`src/rtl/pbit_synapse.sv`:
```
// Serial multiply-accumulate synapse: turns neighbour p-bit states, stored couplings
// J[j] and local field h into a saturated bias z plus an enable pulse for one p-bit.
module pbit_synapse #(
  parameter int N         = 8,
  parameter int W_WIDTH   = 8,
  parameter int ACC_WIDTH = 16,
  parameter int Z_WIDTH   = 7
) (
  input  logic                       CLK,
  input  logic                       RST,
  input  logic                       start,
  input  logic [N-1:0]               m_vec,
  input  logic                       wr_en,
  input  logic [$clog2(N+1)-1:0]     wr_addr,
  input  logic [W_WIDTH-1:0]         wr_data,
  output logic [Z_WIDTH-1:0]         z,
  output logic                       z_valid,
  output logic                       pbit_en,
  output logic                       busy,
  output logic                       wr_drop
);

  localparam int ADDR_W = $clog2(N + 1);
  localparam int IDX_W  = $clog2(N);
  localparam logic [ADDR_W-1:0] H_ADDR   = ADDR_W'(N);
  localparam logic [IDX_W-1:0]  LAST_IDX = IDX_W'(N - 1);
  localparam logic signed [ACC_WIDTH-1:0] Z_MAX = ACC_WIDTH'((2 ** (Z_WIDTH - 1)) - 1);
  localparam logic signed [ACC_WIDTH-1:0] Z_MIN = ACC_WIDTH'(-(2 ** (Z_WIDTH - 1)));

  typedef enum logic [1:0] {
    S_IDLE  = 2'd0,
    S_ACCUM = 2'd1,
    S_SAT   = 2'd2
  } state_t;

  function automatic logic signed [ACC_WIDTH-1:0] sext(input logic [W_WIDTH-1:0] v);
    return {{(ACC_WIDTH - W_WIDTH){v[W_WIDTH-1]}}, v};
  endfunction

  state_t                       state_q, state_d;
  logic signed [ACC_WIDTH-1:0]  acc_q, acc_d;
  logic [IDX_W-1:0]             idx_q, idx_d;
  logic [N-1:0]                 snap_q, snap_d;
  logic [W_WIDTH-1:0]           j_q [N];
  logic [W_WIDTH-1:0]           j_d [N];
  logic [W_WIDTH-1:0]           h_q, h_d;
  logic                         pend_vld_q, pend_vld_d;
  logic [IDX_W-1:0]             pend_addr_q, pend_addr_d;
  logic [W_WIDTH-1:0]           pend_data_q, pend_data_d;
  logic [Z_WIDTH-1:0]           z_q, z_d;
  logic                         z_valid_q, z_valid_d;
  logic                         busy_q, busy_d;
  logic                         wr_drop_q, wr_drop_d;
  logic signed [ACC_WIDTH-1:0]  term_s;

  // Next-state, datapath and write-port decode.
  always_comb begin
    state_d     = state_q;
    acc_d       = acc_q;
    idx_d       = idx_q;
    snap_d      = snap_q;
    j_d         = j_q;
    h_d         = h_q;
    pend_vld_d  = pend_vld_q;
    pend_addr_d = pend_addr_q;
    pend_data_d = pend_data_q;
    z_d         = z_q;
    z_valid_d   = 1'b0;
    wr_drop_d   = 1'b0;
    term_s      = sext(j_q[idx_q]);

    // A weight write landing with start is parked until the run ends so the run sees the old J.
    if (wr_en) begin
      if ((state_q != S_IDLE) || (wr_addr > H_ADDR)) begin
        wr_drop_d = 1'b1;
      end else if (wr_addr == H_ADDR) begin
        h_d = wr_data;
      end else if (start) begin
        pend_vld_d  = 1'b1;
        pend_addr_d = wr_addr[IDX_W-1:0];
        pend_data_d = wr_data;
      end else begin
        j_d[wr_addr[IDX_W-1:0]] = wr_data;
      end
    end

    case (state_q)
      S_IDLE: begin
        if (start) begin
          snap_d  = m_vec;
          acc_d   = sext(h_q);
          idx_d   = '0;
          state_d = S_ACCUM;
        end
      end
      S_ACCUM: begin
        if (snap_q[idx_q]) begin
          acc_d = acc_q + term_s;
        end else begin
          acc_d = acc_q - term_s;
        end
        idx_d = idx_q + IDX_W'(1);
        if (idx_q == LAST_IDX) begin
          state_d = S_SAT;
        end
      end
      S_SAT: begin
        if (acc_q > Z_MAX) begin
          z_d = Z_MAX[Z_WIDTH-1:0];
        end else if (acc_q < Z_MIN) begin
          z_d = Z_MIN[Z_WIDTH-1:0];
        end else begin
          z_d = acc_q[Z_WIDTH-1:0];
        end
        z_valid_d = 1'b1;
        state_d   = S_IDLE;
        if (pend_vld_q) begin
          j_d[pend_addr_q] = pend_data_q;
          pend_vld_d       = 1'b0;
        end
      end
      default: begin
        state_d = S_IDLE;
      end
    endcase

    busy_d = (state_d != S_IDLE);
  end

  // State and storage registers; reset aborts any run in flight.
  always_ff @(posedge CLK or negedge RST) begin
    if (!RST) begin
      state_q     <= S_IDLE;
      acc_q       <= '0;
      idx_q       <= '0;
      snap_q      <= '0;
      j_q         <= '{default: '0};
      h_q         <= '0;
      pend_vld_q  <= 1'b0;
      pend_addr_q <= '0;
      pend_data_q <= '0;
      z_q         <= '0;
      z_valid_q   <= 1'b0;
      busy_q      <= 1'b0;
      wr_drop_q   <= 1'b0;
    end else begin
      state_q     <= state_d;
      acc_q       <= acc_d;
      idx_q       <= idx_d;
      snap_q      <= snap_d;
      j_q         <= j_d;
      h_q         <= h_d;
      pend_vld_q  <= pend_vld_d;
      pend_addr_q <= pend_addr_d;
      pend_data_q <= pend_data_d;
      z_q         <= z_d;
      z_valid_q   <= z_valid_d;
      busy_q      <= busy_d;
      wr_drop_q   <= wr_drop_d;
    end
  end

  assign z       = z_q;
  assign z_valid = z_valid_q;
  assign pbit_en = z_valid_q;
  assign busy    = busy_q;
  assign wr_drop = wr_drop_q;

endmodule

```
`config.mk`:
```
export PLATFORM = sky130hd
export DESIGN_NAME = pbit_synapse
export DESIGN_NICKNAME = d
export VERILOG_FILES = /design/src/rtl/pbit_synapse.sv
export SDC_FILE = /design/constraint.sdc
export NUM_CORES = 1
export LEC_CHECK = 0
export ABC_CLOCK_PERIOD_IN_PS = 11190
export CORE_MARGIN = 3
export CORE_UTILIZATION = 45
export DETAILED_ROUTE_END_ITERATION = 16
export PLACE_DENSITY = 0.64
export SYNTH_ARGS = -nofsm -noshare
export SYNTH_HDL_FRONTEND = slang
export SYNTH_SLANG_ARGS = --single-unit
```
`constraint.sdc`:
```
create_clock -name CLK -period 11.19 [get_ports CLK]
set_input_delay 1.119 -clock CLK [delete_from_list [all_inputs] [get_ports CLK]]
set_output_delay 1.119 -clock CLK [all_outputs]
set_load 0.01 [all_outputs]
```
==> impl_metrics.yaml <==
logic_synthesis:
  synth_flop_cell: "dfrtp_1"
  synth_seq_cells: 123
  synth-edff-count: 0
  yosysWarnings: 0
  synth-seq-area-share_pct: 43.19
  syn_inst: 706
  synth_cell_types: 56
  syn_nets: 754
  syn_area_um2: 7127
  async_reset_ff_share_pct: 100.0
  syn_avg_cell_area_um2: 10.09
global_routing:
  overflow: 0
  grt_usage_pct: 20.97
  grt_pass1_vias: 5502
  grt_max_degree: 90
  grt_pass1_wl_um: 28840
  antenna_found_initial: 0
job:
  max_cap_violations: 0
power:
  p_sw_share_pct: 41.18
  power_frac_comb_pct: 53.9
  seq_power_share_pct: 27.2
  intPower_mw: 1.799
  power.switching_mw: 1.259
  vdd_drop_max_mv: 0.1475
  power_density_nw_per_um2: 373.4
  clkPwrFrac_pct: 18.9
  p_leak_nw: 3.314
cells_and_area:
  drive_gt1_share_pct: 11.80
  fin_nets: 766
  final_util_pct: 53.28
  syn_to_final_growth_pct: 14.92
  insertedDiodeCount: 0
timing:
  rsz0062_at_grt: "no"
  min_period_over_period_pct: 39.77
  setup_tns_ps: 0
  hold_viol_final: 0
  drv_slew: 0
  fmax_mhz: 224.7
  min_period_ps: 4450
  slew_headroom_pct: 22.62
  setup_viol: 0
  finClkSkew_ps: 9.109
  worst_pin_slew_ps: 1161
route:
  ant_nets: 0
  dr_total_vias: 5362
  drc: 0
  drt_first_pass_iters: 5
  wl_per_cell_um: 18.85
  vias_per_cell: 5.704
  totalWireLength_um: 17720
  drt-initial-drc-count: 313
floorplan:
  core-area_um2: 15370
  start_util_pct: 46.37
  pin_count: 35
  dieArea_um2: 17380
  num_rows: 45
  die_y_um: 131.8
  die_x_um: 131.8
critical_path:
  crit_path_end_kind: "register"
  required_ps: 11490
  cpMostUsedCell: "ha_1"
  path_delay_family: "simple AND/OR/NAND/NOR gates"
  path_cells: "mux4_2 > nor3_1 > a21oi_1 > nand2b_4 > nor3_2 > inv_1 > ha_1 > mux2i_1 > ha_1 > o21a_1 > nor2_1 > or3_1 > o2bb2ai_1 > o21ai_0 > a31o_2"
  crit_buf_inv: 1
  start_kind: "register"
  path_class: "register to register"
  slowest_stage: "dfrtp_1"
  cp_max_fo: 21
  cp.arrival_ps: 4750
  slowest_delay_ps: 1010
cts:
  cts_buffers: 17
  cts_setup_buffers: 0
  worst_skew_pair.late_latency_ps: 420
  clk_path_buf_depth: 2
  cts_sinks: 123
  cts_tree: "done"
  ctsResizeCount: 0
  htree_levels: 4
  cts_root_buf: "clkbuf_16"
  clkSlewWorstSetupHoldPaths_ps: 50
  cts_hold_buf: 0
worst_hold_path:
  hp-class: "register to register"
placed_design:
  gp_congestion: 0.8611
  port_buffers: 34
  dp_hpwl_um: 12190
status:
  status: "completed"
-- path summary, 6_finish.rpt --
kind	startpoint	end	slack (ps)	cells after the start
setup / recovery	idx_q[1]	acc_q[14]	6740	15
hold / removal	z[3]	z[3]	470	2
setup reg to reg	idx_q[1]	acc_q[14]	6740	15
hold reg to reg	z[3]	z[3]	470	2
max in group asynchronous	RST	snap_q[3]	9010	2
min in group asynchronous	RST	h_q[1]	660	1
-- final cells by class --
type | instances | area, µm²
timing repair buffer | 43 | 405.4
sequential | 123 | 3078
fill | 1399 | 7181
clock inverter | 6 | 136.4
tap | 211 | 264.0
inverter | 8 | 30.03
multi-input combinational | 525 | 3795
clock buffer | 24 | 481.7
-- tightest hold or removal path, stage by stage, from the launching register on --
cell     delay (ps)
dfrtp_1         330
nand2_1          40
o21ai_0          60
-- through the flow --
| step | hold slack, ps | std cells | power (mW) | setup slack, ps | instance area [µm²] |
|---|---|---|---|---|---|
| final | 471.6 | 940 | 3.058 | 6740 | 8190 |
| after detailed placement | 470.1 | 910 | 2.464 | 6780 | 7572 |
| after global placement | 460.0 | 910 | 2.404 | 6756 | 7572 |
| after CTS | 480.9 | 940 | 3.058 | 6738 | 8190 |
| after global routing | 499.5 | 940 | 3.311 | 6417 | 8190 |
| after floorplan | 454.2 | 706 | 2.079 | 7519 | 7127 |
-- synth_stat cells, types with 5 or more instances --
cell	instances	area, µm²
a21o_1	5	37.54
mux4_1	5	131.4
nand2_1	124	465.5
o21ai_0	77	385.4
nor2_1	23	86.33
mux4_2	15	337.8
xor2_1	5	43.79
xnor2_1	10	87.58
buf_2	8	40.04
nor3b_1	5	37.54
o21ai_1	29	145.1
dfrtp_1	123	3078
mux2_2	21	236.5
a21oi_1	23	115.1
mux2i_1	77	770.7
nor3_1	9	45.04
inv_1	7	26.28
ha_1	23	287.8
clkbuf_1	37	138.9
a31oi_1	5	31.28
nand2b_1	9	56.30
nand3_1	6	30.03
-- registers in the layout (all words and copies together) (netlist names), 3 cells and up --
| signal | cells |
|---|---|
| h_q | 8 |
| j_q | 64 |
| idx_q | 3 |
| pend_addr_q | 3 |
| snap_q | 8 |
| acc_q | 16 |
| pend_data_q | 8 |
| z | 7 |
-- logic make-up (layout without fill, tap and decap cells) --
logic type	Yosys count	after routing	synth area share, %
compound gates	162	162	12.80
xor+xnor	15	15	1.843
fa+ha+maj	24	24	4.319
buf+inv	58	81	3.564
flops	123	123	43.19
mux	119	119	20.91
simple gates	205	205	13.38
-- power by group through the flow --
stage          combinational [mW]  clock (mW)  sequential, mW
5_1_grt                      1.84       0.608           0.861
3_5_place_dp                 1.63           0           0.835
3_3_place_gp                 1.58           0           0.821
2_1_floorplan                1.33           0           0.749
4_1_cts                      1.64       0.583           0.830
6_report                     1.65       0.577           0.833
-- routing by layer --
metal  global-route usage, %  wire, µm
met1                   26.07      7708
met2                   35.59      8879
met3                   4.618       695
met4                   8.576       440
met5                       0         0
-- layout by cell type (no fill, tap or decap), drive strengths merged, types with 3 or more instances in the layout --
cell type,count
nand3,6
nand2b,10
bufinv,4
ha,23
inv,8
mux2,21
nor2,25
dfrtp,123
a21oi,23
buf,10
xnor2,10
a21o,5
clkbuf,24
nor3b,5
or3,4
nand2,124
clkdlybuf4s50,33
xor2,5
a31oi,5
a22oi,4
o21ai,106
mux4,20
nor3,12
and2,4
nand4,3
o31ai,3
nand3b,3
mux2i,78
(Power assumes the default switching activity.)
